--- src/rtl/pwm_capture.sv ---
// PWM input capture: reports high time and period of each complete input cycle, with
// stuck-high/stuck-low timeout flags. Define PWM_CAPTURE_GLITCH_FILTER_EN to add a glitch filter.
module pwm_capture #(
  parameter int unsigned CNT_W    = 16,
  parameter int unsigned TIMEOUT  = 65535,
  parameter int unsigned FILT_LEN = 3
) (
  input  logic             i_Clk,
  input  logic             i_Reset,
  input  logic             i_PWM,
  output logic [CNT_W-1:0] o_High,
  output logic [CNT_W-1:0] o_Period,
  output logic             o_Valid,
  output logic             o_Stuck_High,
  output logic             o_Stuck_Low,
  output logic             o_Level
);

  localparam logic [CNT_W-1:0] TimeoutVal = CNT_W'(TIMEOUT);

  typedef enum logic [1:0] {StIdle, StHigh, StLow} state_e;

  state_e           state_q, state_d;
  logic             sync1_q, sync2_q, prev_q;
  logic             lvl, rise, fall, timeout;
  logic [CNT_W-1:0] per_cnt_q, per_cnt_d, hi_cnt_q, hi_cnt_d, hi_lat_q, hi_lat_d;
  logic [CNT_W-1:0] high_q, high_d, period_q, period_d;
  logic             valid_q, valid_d, stuck_hi_q, stuck_hi_d, stuck_lo_q, stuck_lo_d;

  function automatic logic [CNT_W-1:0] sat_inc(input logic [CNT_W-1:0] v);
    return (v == '1) ? v : v + 1'b1;
  endfunction

  always_ff @(posedge i_Clk) begin
    if (i_Reset) begin
      sync1_q <= 1'b0;
      sync2_q <= 1'b0;
    end else begin
      sync1_q <= i_PWM;
      sync2_q <= sync1_q;
    end
  end

`ifdef PWM_CAPTURE_GLITCH_FILTER_EN
  localparam int unsigned FiltW = (FILT_LEN > 1) ? $clog2(FILT_LEN + 1) : 1;

  logic [FiltW-1:0] filt_cnt_q;
  logic             lvl_q;

  // A new level is taken only after FILT_LEN consecutive disagreeing samples.
  always_ff @(posedge i_Clk) begin
    if (i_Reset) begin
      filt_cnt_q <= '0;
      lvl_q      <= 1'b0;
    end else if (sync2_q == lvl_q) begin
      filt_cnt_q <= '0;
    end else if (filt_cnt_q == FiltW'(FILT_LEN - 1)) begin
      lvl_q      <= sync2_q;
      filt_cnt_q <= '0;
    end else begin
      filt_cnt_q <= filt_cnt_q + 1'b1;
    end
  end

  assign lvl = lvl_q;
`else
  // FILT_LEN only matters when the filter is built in.
  if (FILT_LEN == 0) begin : g_filt_len_unused
  end

  assign lvl = sync2_q;
`endif

  assign rise    = lvl & ~prev_q;
  assign fall    = ~lvl & prev_q;
  assign timeout = (per_cnt_q == TimeoutVal);

  always_comb begin
    state_d    = state_q;
    per_cnt_d  = per_cnt_q;
    hi_cnt_d   = hi_cnt_q;
    hi_lat_d   = hi_lat_q;
    high_d     = high_q;
    period_d   = period_q;
    valid_d    = 1'b0;
    stuck_hi_d = stuck_hi_q & ~rise;
    stuck_lo_d = stuck_lo_q & ~rise;
    unique case (state_q)
      StIdle: begin
        if (rise) begin
          per_cnt_d = CNT_W'(1);
          hi_cnt_d  = CNT_W'(1);
          state_d   = StHigh;
        end
      end
      StHigh: begin
        if (timeout && !rise) begin
          stuck_hi_d = 1'b1;
          state_d    = StIdle;
        end else begin
          per_cnt_d = sat_inc(per_cnt_q);
          hi_cnt_d  = sat_inc(hi_cnt_q);
          if (fall) begin
            hi_lat_d = hi_cnt_q;
            state_d  = StLow;
          end
        end
      end
      StLow: begin
        // A rise in the timeout cycle still completes the period.
        if (rise) begin
          period_d  = per_cnt_q;
          high_d    = hi_lat_q;
          valid_d   = 1'b1;
          per_cnt_d = CNT_W'(1);
          hi_cnt_d  = CNT_W'(1);
          state_d   = StHigh;
        end else if (timeout) begin
          stuck_lo_d = 1'b1;
          state_d    = StIdle;
        end else begin
          per_cnt_d = sat_inc(per_cnt_q);
        end
      end
      default: state_d = StIdle;
    endcase
  end

  always_ff @(posedge i_Clk) begin
    if (i_Reset) begin
      state_q    <= StIdle;
      prev_q     <= 1'b0;
      per_cnt_q  <= '0;
      hi_cnt_q   <= '0;
      hi_lat_q   <= '0;
      high_q     <= '0;
      period_q   <= '0;
      valid_q    <= 1'b0;
      stuck_hi_q <= 1'b0;
      stuck_lo_q <= 1'b0;
    end else begin
      state_q    <= state_d;
      prev_q     <= lvl;
      per_cnt_q  <= per_cnt_d;
      hi_cnt_q   <= hi_cnt_d;
      hi_lat_q   <= hi_lat_d;
      high_q     <= high_d;
      period_q   <= period_d;
      valid_q    <= valid_d;
      stuck_hi_q <= stuck_hi_d;
      stuck_lo_q <= stuck_lo_d;
    end
  end

  assign o_High       = high_q;
  assign o_Period     = period_q;
  assign o_Valid      = valid_q;
  assign o_Stuck_High = stuck_hi_q;
  assign o_Stuck_Low  = stuck_lo_q;
  assign o_Level      = lvl;

endmodule
--- config.mk ---
export PLATFORM = sky130hd
export DESIGN_NAME = pwm_capture
export DESIGN_NICKNAME = d
export VERILOG_FILES = /design/src/rtl/pwm_capture.sv
export SDC_FILE = /design/constraint.sdc
export NUM_CORES = 1
export LEC_CHECK = 0
export BUFFER_PORTS_ARGS = -buffer_cell sky130_fd_sc_hd__buf_2
export CAP_MARGIN = 25
export CORE_ASPECT_RATIO = 2
export CORE_MARGIN = 2
export CORE_UTILIZATION = 63
export DETAILED_ROUTE_END_ITERATION = 12
export HOLD_SLACK_MARGIN = 0.03
export PLACE_DENSITY = 0.93
export SLEW_MARGIN = 20
export SYNTH_ARGS = -nofsm -noshare
export SYNTH_HDL_FRONTEND = slang
export SYNTH_SLANG_ARGS = --single-unit
--- constraint.sdc ---
create_clock -name i_Clk -period 3.9 [get_ports i_Clk]
set_clock_uncertainty 0.1 [all_clocks]
set_input_delay 0.39 -clock i_Clk [delete_from_list [all_inputs] [get_ports i_Clk]]
set_output_delay 0.39 -clock i_Clk [all_outputs]
set_load 0.02 [all_outputs]
[Yosys cells after proc, flatten, opt, wreduce, memory -nomap -nowiden]
Cells that the tools add are included.
Storage, ports and cells
  register bits after elaboration: 88
  input bits: 3
  logic and storage cells: 65
Cells by class
  reductions and logical operators: 12
  bitwise operators: 9
  muxes and demuxes: 20
  $add $sub $neg: 2
  equal/unequal tests: 10
Operator list (count)
  16-bit 2-to-1 mux: 6
  16-bit one-hot mux with 3 select lines: 1
  16-bit by 1-bit adder with 16-bit output (second input constant): 2
  16-bit == test (second input constant): 2
  16-bit one-hot mux with 2 select lines: 1
  2-bit 2-to-1 mux: 5
  3-bit AND reduction: 3
  1-bit 2-to-1 mux: 6
  2-bit != test (second input constant): 3
  3-bit != test (second input constant): 2
  2-bit one-hot mux with 3 select lines: 1
  1-bit NOT: 5
  1-bit bitwise AND: 4
  4-bit AND reduction: 1
  2-bit OR reduction: 2
  3-bit nonzero test: 1
  2-bit by 1-bit == test with 1-bit output (second input constant): 1
  2-bit == test (second input constant): 1
  2-bit zero test: 1
  2-bit by 1-bit != test with 1-bit output (second input constant): 1
  2-bit AND reduction: 1
  2-bit nonzero test: 1
  1-bit logical AND: 1
  1-bit zero test: 1

[Depth between registers and ports, before layout]
Gate-level depths: netlist (run 1).
  word-level depth: 7
  mapped depth: 10
  mapped depth without buffers: 7

[Worst setup path before layout (run 1)]
Ideal clock, no wire load.
  path kind: register to register
  from: register per_cnt_q[0]
  to: register per_cnt_q[15]
  data required time: 3.683 ns
  slack: 1.699 ns
  period minus slack after synthesis: 2.201 ns
  stages on the path, launching flop included: 9
  data arrival time: 1.984 ns
  path buffers: 2
  path through: dfxtp_1 -> ha_1 -> nand3_1 -> or2_1 -> buf_2 -> o31a_1 -> buf_2 -> a31o_2 -> a22o_1
Between the ends
  longest elaborated chain between the ends: 4
  elaborated cells between the ends (all ways): 9
  those cells by class: add/sub (1); eq/ne (2); mux (4); reduce/logical (2)
Ends and longest elaborated chain
  start: declaration: RTL line 26  | logic [CNT_W-1:0] per_cnt_q, per_cnt_d, hi_cnt_q, hi_cnt_d, hi_lat_q, hi_lat_d;
  start signal: assignment: RTL line 144  | per_cnt_q <= per_cnt_d;
  16-bit by 1-bit adder with 16-bit output / 16-bit == test (equally long branches): RTL line 31, 76
  16-bit 2-to-1 mux / 1-bit logical AND (equally long branches): RTL line 118, 97
  16-bit 2-to-1 mux (tied with other cells): RTL line 111  | if (rise) begin
  16-bit one-hot mux with 3 select lines / 3-bit AND reduction (equally long branches)
Several ways; a longest one is shown, not always the timed one. The select of a mux whose other input is x is not followed.
A chain may end at the register's enable or synchronous reset.

[Worst setup path after layout (run 1)]
  from: register per_cnt_q[0]
  to: register hi_cnt_q[3]
Between the ends
  longest elaborated chain between the ends: 4
Ends and longest elaborated chain
  16-bit == test: RTL line 76  | assign timeout = (per_cnt_q == TimeoutVal);
  1-bit logical AND: RTL line 97  | if (timeout && !rise) begin
  2-bit != test (no line)
  4-bit AND reduction (no line)
  end signal: assignment: RTL line 145  | hi_cnt_q <= hi_cnt_d;
  end: declaration: RTL line 26
No other way between the ends.

==> out/qor.csv, run 1 <==
stage;metric;value;unit
outcome;status;finished clean;
pwr;total_power;2160;uW
sta;setup_tns;0;ns
drt;viasPerCell;6.67;
logic_synthesis;yosys-top-cells-area;dfxtp_1 (45%), nand2_1 (8.5%), a21oi_1 (7.1%), mux2i_1 (4.6%), nor2_1 (3.4%);
drt;drt_iter0_drc;421;
clock_network;cts-buffers-inserted;9;
hold_path;hp-class;in2reg;
logic_synthesis;synth.distinct_cells;56;
floorplanning;rows;40;
clock_network;clk_latency;0.35;ns
flow_run;drv_cap;0;
place;port_buffers;38;
critical_path;crit_path_end_kind;flip-flop;
drt;totalWireLength;10100;um
logic_synthesis;yosysTopAreaCell;dfxtp_1;
clock_network;post_cts_buffers;0;
cells_and_area;area_growth;12.3;%
pwr;p_per_area;490;mW/mm^2
cells_and_area;final_cell_mix;nand2_1 (89), dfxtp_1 (88), a21oi_1 (56);
pwr;p_leak;0.00155;uW
cells_and_area;fin_util;73.3;%
pwr;p_clk_share;43.2;%
pwr;peakVddDrop;0.399;mV
drt;wl_per_cell;17.9;um
critical_path;crit_path_start_kind;flip-flop;
floorplanning;io_pins;39;
sta;rsz0062_at_grt;no;
place;place_congestion;1.01;
sta;relSlewSlack;44.9;%
critical_path;cp_data_required_time;4.08;ns
floorplanning;die-area;0.00691;mm^2
floorplanning;initial_core_util;65.3;%
cells_and_area;diodes;0;
logic_synthesis;synth_fp_nets;482;
floorplanning;core_area;0.00601;mm^2
clock_network;clkSinkCount;88;
sta;fin_crit_sh;74.7;%
cells_and_area;nets;503;
cells_and_area;layout_commonest_cell;nand2_1;
global_route;antenna_found_initial;0;
logic_synthesis;syn_inst;473;
global_route;grt_overflow;0;
drt;dr.pass1.iters;10;
logic_synthesis;synth_edf_count;0;
drt;vias;3749;
cells_and_area;drive_above_1_share;13.0;%
sta;fmax;343;MHz
logic_synthesis;synthArstFlopShare;0;%
pwr;sw_frac_of_total;26.9;%
pwr;p_seq_share;43.2;%
floorplanning;die_x;59.8;um
clock_network;tritoncts;built;
pwr;cellInternalPower;1580;uW
pwr;p_comb_share;13.6;%
logic_synthesis;yosysSeqAreaShare;44.9;%
place;dp_hpwl;6760;um
drt;ant_nets;0;
clock_network;cts_root_buf;clkbuf_16;
clock_network;cts-hold-fix-buffers;0;
logic_synthesis;synth_top_area_share;44.9;%
sta;finalHoldViolCount;0;
place;dp.cells;545;
logic_synthesis;synthFlopType;dfxtp_1;
cells_and_area;instances_no_fill;562;
global_route;grt_pass1_wl;16200;um
clock_network;cts_resized;0;
sta;setup_viol;0;
logic_synthesis;netlist_area;0.00392;mm^2
logic_synthesis;ys_ff_latch;88;
sta;tightestPinTransition;0.824;ns
logic_synthesis;syn_area_per_cell;8.29;um^2
critical_path;cp_max_fo;25;
clock_network;clkTransAtPathRegs;0.06;ns
global_route;grt_max_degree;45;
global_route;grt_pass1_vias;3481;
drt;route.detailed.drc;0;
floorplanning;die_y;116;um
critical_path;arrival;3.09;ns
clock_network;cts_buffer_depth;2;
clock_network;cts.htree.levels;3;
sta;slew_violations;0;
global_route;grt_util_all_layers;30.9;%
pwr;p_sw;580;uW
place;placedInstanceArea;0.00406;mm^2
sta;period_minus_slack;2.91;ns
critical_path;worstSetupPathType;reg2reg;
cells_and_area;stdcell_area;0.00440;mm^2
logic_synthesis;synth_warnings;0;
path summary, 6_finish.rpt:
check | depth (start not counted) | slack [ns] | end | startpoint
max | 6 | 0.99 | hi_cnt_q[3]$_SDFFE_PP0P_ | per_cnt_q[0]$_SDFFE_PP0P_
min | 2 | 0.15 | sync1_q$_SDFF_PP0_ | i_PWM
max reg2reg | 6 | 0.99 | hi_cnt_q[3]$_SDFFE_PP0P_ | per_cnt_q[0]$_SDFFE_PP0P_
min reg2reg | 1 | 0.34 | o_Level$_SDFF_PP0_ | sync1_q$_SDFF_PP0_
synthesized netlist by cell type, types with 4 or more instances:
library cell and n:
nor3_1 10, and3_1 6, inv_1 5, a21oi_1 56, clkbuf_1 15, nor2_1 36
a211oi_1 4, or4_1 8, or3_1 6, nand3_1 11, buf_1 6, nor2b_1 5
o31ai_1 10, mux2i_1 18, dfxtp_1 88, a41oi_1 4, nand4_1 4, nand2_1 89
ha_1 6, a31oi_1 8, o21ai_0 17, buf_2 8
power groups by stage:
stage                     registers [uW]  logic [uW]  clock network [uW]
final                                932         294                 932
after detailed placement             952         276                   0
after floorplan                      947         228                   0
after CTS                            932         280                 937
after global placement               951         266                   0
after global routing                 934         313                 971
registers in the layout (all words and copies together) (netlist names):
name and count:
per_cnt_q 16, state_q 2, o_Stuck_High 1, hi_lat_q 16, o_Valid 1, sync1_q 1, o_Stuck_Low 1, hi_cnt_q 16
o_High 16, prev_q 1, o_Level 1, o_Period 16
metrics by stage:
stage / setup slack, ns / hold WS, ns
after global placement: 1.27 / 0.327
after global routing: 0.770 / 0.164
final: 0.986 / 0.150
after floorplan: 1.70 / 0.314
after CTS: 1.06 / 0.155
after detailed placement: 1.11 / 0.324
critical path, stage by stage (launching register included):
cell and delay [ns]:
dfxtp_1 0.43, ha_1 0.25, nand3_1 0.21, nor2_1 0.62, a41o_1 0.77, o21ai_0 0.26
a21oi_1 0.18
routing by layer:
layer / up-vias / GRT usage, % / part of all wire, %
met2: 190 / 54.6 / 54
met4: 0 / 18.8 / 5.7
met1: 1752 / 31.4 / 35
li1: 1746 / - / -
met5: - / 0 / 0
met3: 61 / 6.92 / 5.3
cells by family after synthesis:
| group | count (synthesis) | synth area share, % |
|---|---|---|
| AO/OA/AOI/OAI | 131 | 21.4 |
| adder cells (fa/ha/maj) | 6 | 1.92 |
| buffers and inverters | 37 | 4.28 |
| flip-flops | 88 | 44.9 |
| multiplexers | 18 | 4.60 |
| AND/OR/NAND/NOR | 193 | 22.9 |
cell type report:
cell class	count	area (um^2)
sequential	88	1760
clock inverter	5	80.1
clock buffer	11	243
timing repair buffer	42	228
inverter	5	18.8
multi-input combinational	348	1990
tap	63	78.8
fill	448	1610
Power figures use the tool's default switching activity.
==> run 2: changes to the inputs <==
- ABC_AREA: not set -> 1
- CORE_UTILIZATION: 63 -> 59
- PLACE_DENSITY: 0.93 -> 0.88
- clock period: 3.9 -> 2.8 ns (I/O delays scaled with it)
==> out/qor.csv, run 2 <==
stage;metric;value;unit;change
drt;ant_nets;0;;unchanged
place;port_buffers;38;;unchanged
sta;relSlewSlack;48.6;%;+3.7 points
sta;rsz0062_at_grt;no;;
place;dp.cells;713;;+31%
clock_network;clk_latency;0.35;ns;about the same
pwr;p_per_area;711;mW/mm^2;+45%
cells_and_area;drive_above_1_share;16.0;%;+3.0 points
clock_network;clkSinkCount;88;;unchanged
sta;finalHoldViolCount;0;;unchanged
outcome;status;finished clean;;
floorplanning;io_pins;39;;unchanged
floorplanning;die_y;125;um;+8.0%
logic_synthesis;syn_inst;605;;+28%
critical_path;crit_path_start_kind;flip-flop;;
logic_synthesis;ys_ff_latch;88;;unchanged
drt;route.detailed.drc;0;;unchanged
pwr;p_sw;1140;uW;+97%
sta;tightestPinTransition;0.771;ns;-0.0531 ns
critical_path;path_common_cell;nand2_1;;
hold_path;hp-class;in2reg;;
pwr;p_comb_share;23.6;%;+10 points
cells_and_area;final_cell_mix;nand2_1 (131), dfxtp_1 (88), nand3_1 (86);;
pwr;p_seq_share;38.6;%;-4.6 points
pwr;p_leak;0.00185;uW;+19%
pwr;peakVddDrop;0.796;mV;+99%
logic_synthesis;yosysSeqAreaShare;40.9;%;-4.0 points
cells_and_area;layout_commonest_cell;nand2_1;;
clock_network;clkTransAtPathRegs;0.06;ns;about the same
clock_network;cts.htree.levels;3;;unchanged
clock_network;cts-buffers-inserted;9;;unchanged
global_route;grt_pass1_vias;3822;;+9.8%
cells_and_area;area_growth;12.6;%;
pwr;sw_frac_of_total;33.2;%;+6.3 points
critical_path;crit_path_end_kind;flip-flop;;
logic_synthesis;synth_fp_nets;614;;+27%
logic_synthesis;netlist_area;0.00431;mm^2;+9.9%
sta;setup_ws;0.461;ns;-0.525 ns
logic_synthesis;synthFlopType;dfxtp_1;;
drt;vias;4088;;+9.0%
sta;setup_tns;0;ns;unchanged
place;place_congestion;0.905;;-11%
cells_and_area;instances_no_fill;729;;+30%
logic_synthesis;synth_top_area_share;40.9;%;-4.0 points
place;placedInstanceArea;0.00452;mm^2;+11%
clock_network;cts_buffer_depth;2;;unchanged
clock_network;post_cts_buffers;0;;unchanged
drt;drt_iter0_drc;426;;+1.2%
sta;fin_crit_sh;83.5;%;+8.8 points
global_route;antenna_found_initial;0;;unchanged
critical_path;cp_top_family;buffers and inverters;;
clock_network;tritoncts;built;;
clock_network;cts_root_buf;clkbuf_16;;
sta;fmax;428;MHz;+25%
place;pre_cts_ws;0.554;ns;-0.561 ns
logic_synthesis;yosysTopAreaCell;dfxtp_1;;
logic_synthesis;synth_edf_count;0;;unchanged
cells_and_area;fin_util;67.8;%;-5.5 points
logic_synthesis;netlist_top_cells_count;nand2_1 (131), dfxtp_1 (88), nand3_1 (86);;
critical_path;cp_max_fo;36;;+44%
clock_network;cts_resized;0;;unchanged
clock_network;cts-hold-fix-buffers;0;;unchanged
cells_and_area;stdcell_area;0.00485;mm^2;+10%
floorplanning;core_area;0.00716;mm^2;+19%
floorplanning;die-area;0.00804;mm^2;+16%
floorplanning;initial_core_util;60.2;%;-5.1 points
critical_path;path_buf_inv;2;;+2
critical_path;worstSetupPathType;reg2reg;;
logic_synthesis;yosys-top-cells-area;dfxtp_1 (41%), nand2_1 (11%), nand3_1 (10%), a21oi_1 (7.7%), nor2_1 (5.2%);;
global_route;grt_overflow;0;;unchanged
flow_run;drv_cap;0;;unchanged
drt;viasPerCell;5.61;;-16%
critical_path;cp_data_required_time;2.89;ns;-1.19 ns
drt;dr.pass1.iters;6;;-4
logic_synthesis;synth_warnings;0;;unchanged
cells_and_area;diodes;0;;unchanged
global_route;grt_max_degree;72;;+60%
sta;period_minus_slack;2.34;ns;-0.575 ns
logic_synthesis;synthArstFlopShare;0;%;unchanged
global_route;grt_pass1_wl;17200;um;+6.6%
critical_path;critPathMaxStageDelay;0.52;ns;-0.25 ns
pwr;cellInternalPower;2300;uW;+46%
logic_synthesis;syn_area_per_cell;7.12;um^2;-14%
critical_path;slowest_stage;inv_2;;
pwr;p_clk_share;37.8;%;-5.4 points
critical_path;path_cells;nand2_1, inv_2, nand2_1, buf_4, nand2_1, a21oi_1;;
cells_and_area;nets;641;;+27%
logic_synthesis;synth.distinct_cells;36;;-36%
drt;wl_per_cell;13.7;um;-24%
place;dp_hpwl;6430;um;-4.8%
drt;totalWireLength;9980;um;-0.90%
sta;setup_viol;0;;unchanged
logic_synthesis;synth.most_common_cell;nand2_1;;
sta;slew_violations;0;;unchanged
global_route;grt_util_all_layers;26.7;%;-4.1 points
floorplanning;die_x;64.4;um;+7.8%
floorplanning;rows;44;;+10%
critical_path;arrival;2.43;ns;-0.66 ns
==> run 2: path summary, 6_finish.rpt <==
path | from | end | slack [ns] | cells after the start
worst max-delay path | o_Level$_SDFF_PP0_ | o_High[7]$_SDFFE_PP0P_ | 0.46 | 6
worst min-delay path | i_PWM | sync1_q$_SDFF_PP0_ | 0.05 | 3
worst max register to register | o_Level$_SDFF_PP0_ | o_High[7]$_SDFFE_PP0P_ | 0.46 | 6
worst min register to register | o_Period[13]$_SDFFE_PP0P_ | o_Period[13]$_SDFFE_PP0P_ | 0.36 | 2
==> run 2: cell families (layout without fill, tap and decap cells) <==
| family | after synthesis | count (layout) | share of synthesized area, % |
|---|---|---|---|
| xor+xnor | 10 | 10 | 2.03 |
| compound gates | 101 | 101 | 13.4 |
| flops | 88 | 88 | 40.9 |
| buf+inv | 80 | 112 | 7.87 |
| simple gates | 320 | 320 | 34.0 |
| fa+ha+maj | 6 | 6 | 1.74 |
==> run 2: per-layer routing <==
metal	global-route usage (%)	share of wire, %	vias up
li1	-	-	2045
met4	10.9	1.9	0
met5	0	0	-
met2	42.8	49	172
met1	34.2	42	1846
met3	6.50	6.9	25
==> run 2: cell type report <==
type                    count  area (um^2)
fillers                   603         2310
multi-input cells         437         2210
flip-flops and latches     88         1760
repair buffers             45          243
clock buffers              10          239
inverters                  51          194
well taps                  92          115
clock inverters             6         91.3
==> run 2: power by group through the flow <==
stage               registers, uW  logic (uW)  clock network, uW
floorplan                    1340         709                  0
global placement             1350         783                  0
detailed placement           1360         797                  0
CTS                          1330         807               1330
global route                 1340         904               1370
finish                       1330         812               1300
==> run 2: worst min-delay path: stages <==
cell and delay (ns):
buf_2 0.07, inv_1 0.03, nor2_1 0.07
==> run 2: stage by stage <==
stage               hold slack [ns]  power, uW
finish                       0.0477       3450
global route                 0.0445       3610
CTS                          0.0411       3460
detailed placement            0.324       2150
global placement              0.308       2140
floorplan                     0.287       2050
==> run 3: changes to the inputs <==
- ABC_AREA: 1 -> 0
- CORE_UTILIZATION: 59 -> 53
- PLACE_DENSITY: 0.88 -> 0.85
- clock period: 2.8 -> 2.1 ns (I/O delays scaled with it)
==> out/qor.csv, run 3 (same netlist as run 1, synthesis figures left out) <==
stage;metric;value;unit;change
critical_path;worstReg2RegStart;o_Level$_SDFF_PP0_;;
drt;vias;3982;;-2.6%
sta;period_minus_slack;2.06;ns;-0.275 ns
critical_path;r2r_cells;6;;unchanged
critical_path;cp_data_required_time;2.28;ns;-0.61 ns
critical_path;cp_top_family;simple AND/OR/NAND/NOR gates;;
outcome;status;finished clean;;
pwr;p_clk_share;39.6;%;+1.8 points
cells_and_area;nets;564;;-12%
hold_path;hp-class;in2reg;;
global_route;grt_util_all_layers;28.8;%;+2.0 points
floorplanning;die_x;64.8;um;+0.61%
critical_path;arrival;2.25;ns;-0.18 ns
floorplanning;io_pins;39;;unchanged
critical_path;cp.depth;6;;unchanged
sta;relSlewSlack;69.2;%;+21 points
drt;ant_nets;0;;unchanged
clock_network;cts_root_buf;clkbuf_16;;
place;place_congestion;0.912;;+0.71%
sta;fmax;485;MHz;+13%
global_route;grt_max_degree;37;;-49%
global_route;antenna_found_initial;0;;unchanged
floorplanning;core_area;0.00721;mm^2;+0.77%
pwr;p_comb_share;20.6;%;-3.0 points
critical_path;worstSetupPathType;reg2reg;;
drt;viasPerCell;6.11;;+8.9%
cells_and_area;diodes;0;;unchanged
drt;wl_per_cell;17.1;um;+25%
critical_path;reg2reg_to;hi_cnt_q[5]$_SDFFE_PP0P_;;
sta;tightestPinTransition;0.457;ns;-0.314 ns
clock_network;cts_buffer_depth;2;;unchanged
sta;hold_slack;0.193;ns;+0.145 ns
critical_path;crit_path_start_kind;flip-flop;;
global_route;grt_pass1_wl;18400;um;+6.5%
pwr;total_power;4360;uW;+26%
pwr;cellInternalPower;3160;uW;+37%
pwr;sw_frac_of_total;27.4;%;-5.8 points
sta;rsz0062_at_grt;yes;;
drt;dr.pass1.iters;5;;-1
floorplanning;die-area;0.00814;mm^2;+1.2%
global_route;grt_pass1_vias;3996;;+4.6%
clock_network;cts-buffers-inserted;9;;unchanged
sta;setup_viol;0;;unchanged
critical_path;slowest_stage;dfxtp_1;;
pwr;p_leak;0.00188;uW;+2.0%
drt;route.detailed.drc;0;;unchanged
clock_network;clkTransAtPathRegs;0.06;ns;about the same
cells_and_area;final_cell_mix;nand2_1 (88), dfxtp_1 (78), buf_4 (62);;
pwr;peakVddDrop;0.512;mV;-36%
global_route;grt_overflow;0;;unchanged
cells_and_area;area_growth;28.9;%;
clock_network;clkSinkCount;88;;unchanged
cells_and_area;instances_no_fill;652;;-11%
floorplanning;die_y;126;um;+0.63%
drt;drt_iter0_drc;362;;-15%
floorplanning;rows;44;;unchanged
hold_path;min_from;i_Reset;;
critical_path;path_buf_inv;1;;-1
hold_path;hold_end;state_q[0]$_SDFFE_PP0P_;;
critical_path;rrSetupSlack;0.04;ns;-0.42 ns
critical_path;critPathMaxStageDelay;0.50;ns;-0.02 ns
critical_path;path_cells;nor2b_1, mux2i_1, a41o_1, buf_12, or4_4, a21oi_2;;
place;dp_hpwl;7850;um;+22%
cells_and_area;layout_commonest_cell;nand2_1;;
sta;slew_violations;0;;unchanged
pwr;p_sw;1200;uW;+4.5%
sta;finalHoldViolCount;0;;unchanged
clock_network;tritoncts;built;;
sta;fin_crit_sh;98.3;%;+15 points
clock_network;cts.htree.levels;3;;unchanged
critical_path;crit_path_end_kind;flip-flop;;
cells_and_area;drive_above_1_share;28.9;%;+13 points
clock_network;clk_latency;0.34;ns;about the same
critical_path;cp_max_fo;25;;-31%
hold_path;hold-path-cell-count;2;;-1
place;port_buffers;38;;unchanged
place;dp.cells;634;;-11%
floorplanning;initial_core_util;54.4;%;-5.8 points
flow_run;drv_cap;0;;unchanged
pwr;p_seq_share;39.8;%;+1.2 points
drt;totalWireLength;11200;um;+12%
pwr;p_per_area;863;mW/mm^2;+21%
[run 3: power groups by stage]
| stage | registers, uW | clock network [uW] | logic (uW) |
|---|---|---|---|
| final | 1730 | 1730 | 898 |
| after global routing | 1740 | 1820 | 941 |
| after CTS | 1720 | 1740 | 825 |
| after detailed placement | 1760 | 0 | 797 |
| after global placement | 1750 | 0 | 767 |
| after floorplan | 1760 | 0 | 432 |
[run 3: how the worst max path moves through the flow]
stage                                         start  slack, ns                         end
after floorplan           per_cnt_q[0]$_SDFFE_PP0P_      -0.01  per_cnt_q[15]$_SDFFE_PP0P_
after global placement      state_q[0]$_SDFFE_PP0P_       0.05    hi_cnt_q[9]$_SDFFE_PP0P_
final                            o_Level$_SDFF_PP0_       0.04    hi_cnt_q[5]$_SDFFE_PP0P_
after detailed placement    state_q[0]$_SDFFE_PP0P_      -0.08    hi_cnt_q[5]$_SDFFE_PP0P_
after global routing       hi_cnt_q[4]$_SDFFE_PP0P_      -0.03    hi_cnt_q[8]$_SDFFE_PP0P_
after CTS                   state_q[0]$_SDFFE_PP0P_     0.0006   per_cnt_q[6]$_SDFFE_PP0P_
[run 3: routing by layer]
metal	up-vias	global-route usage (%)	wire length [um]
met5	-	0	0
met4	0	21.0	705
met1	1903	29.2	4000
met3	57	6.07	466
li1	1866	-	-
met2	156	50.2	5990
[run 3: cell type report]
cell class,instances,area [um^2]
multi-input combinational,348,2110
inverter,5,18.8
timing repair buffer,103,706
sequential,88,1780
fill,536,2160
clock inverter,5,80.1
tap,92,115
clock buffer,11,243
[run 3: what timing repair did]
action | 4_1_cts | 5_1_grt
hold buffers | 1 | 0
hold endpoints to repair | 1 | 0
gates resized for setup | 8 | 29
setup endpoints to repair | 15 | 26
buffers inserted | 0 | 1
pin swaps | 4 | 5
[run 3: per-stage QoR]
stage	setup TNS (ns)	instance area (um^2)	util [%]	setup slack, ns
after floorplan	-0.0228	3940	-	-0.0135
after global placement	0	4600	63.7	0.0469
after detailed placement	-0.337	4600	63.7	-0.0805
after CTS	0	4950	68.7	0.000626
after global routing	-0.0570	5050	70.1	-0.0297
final	0	5050	70.1	0.0364
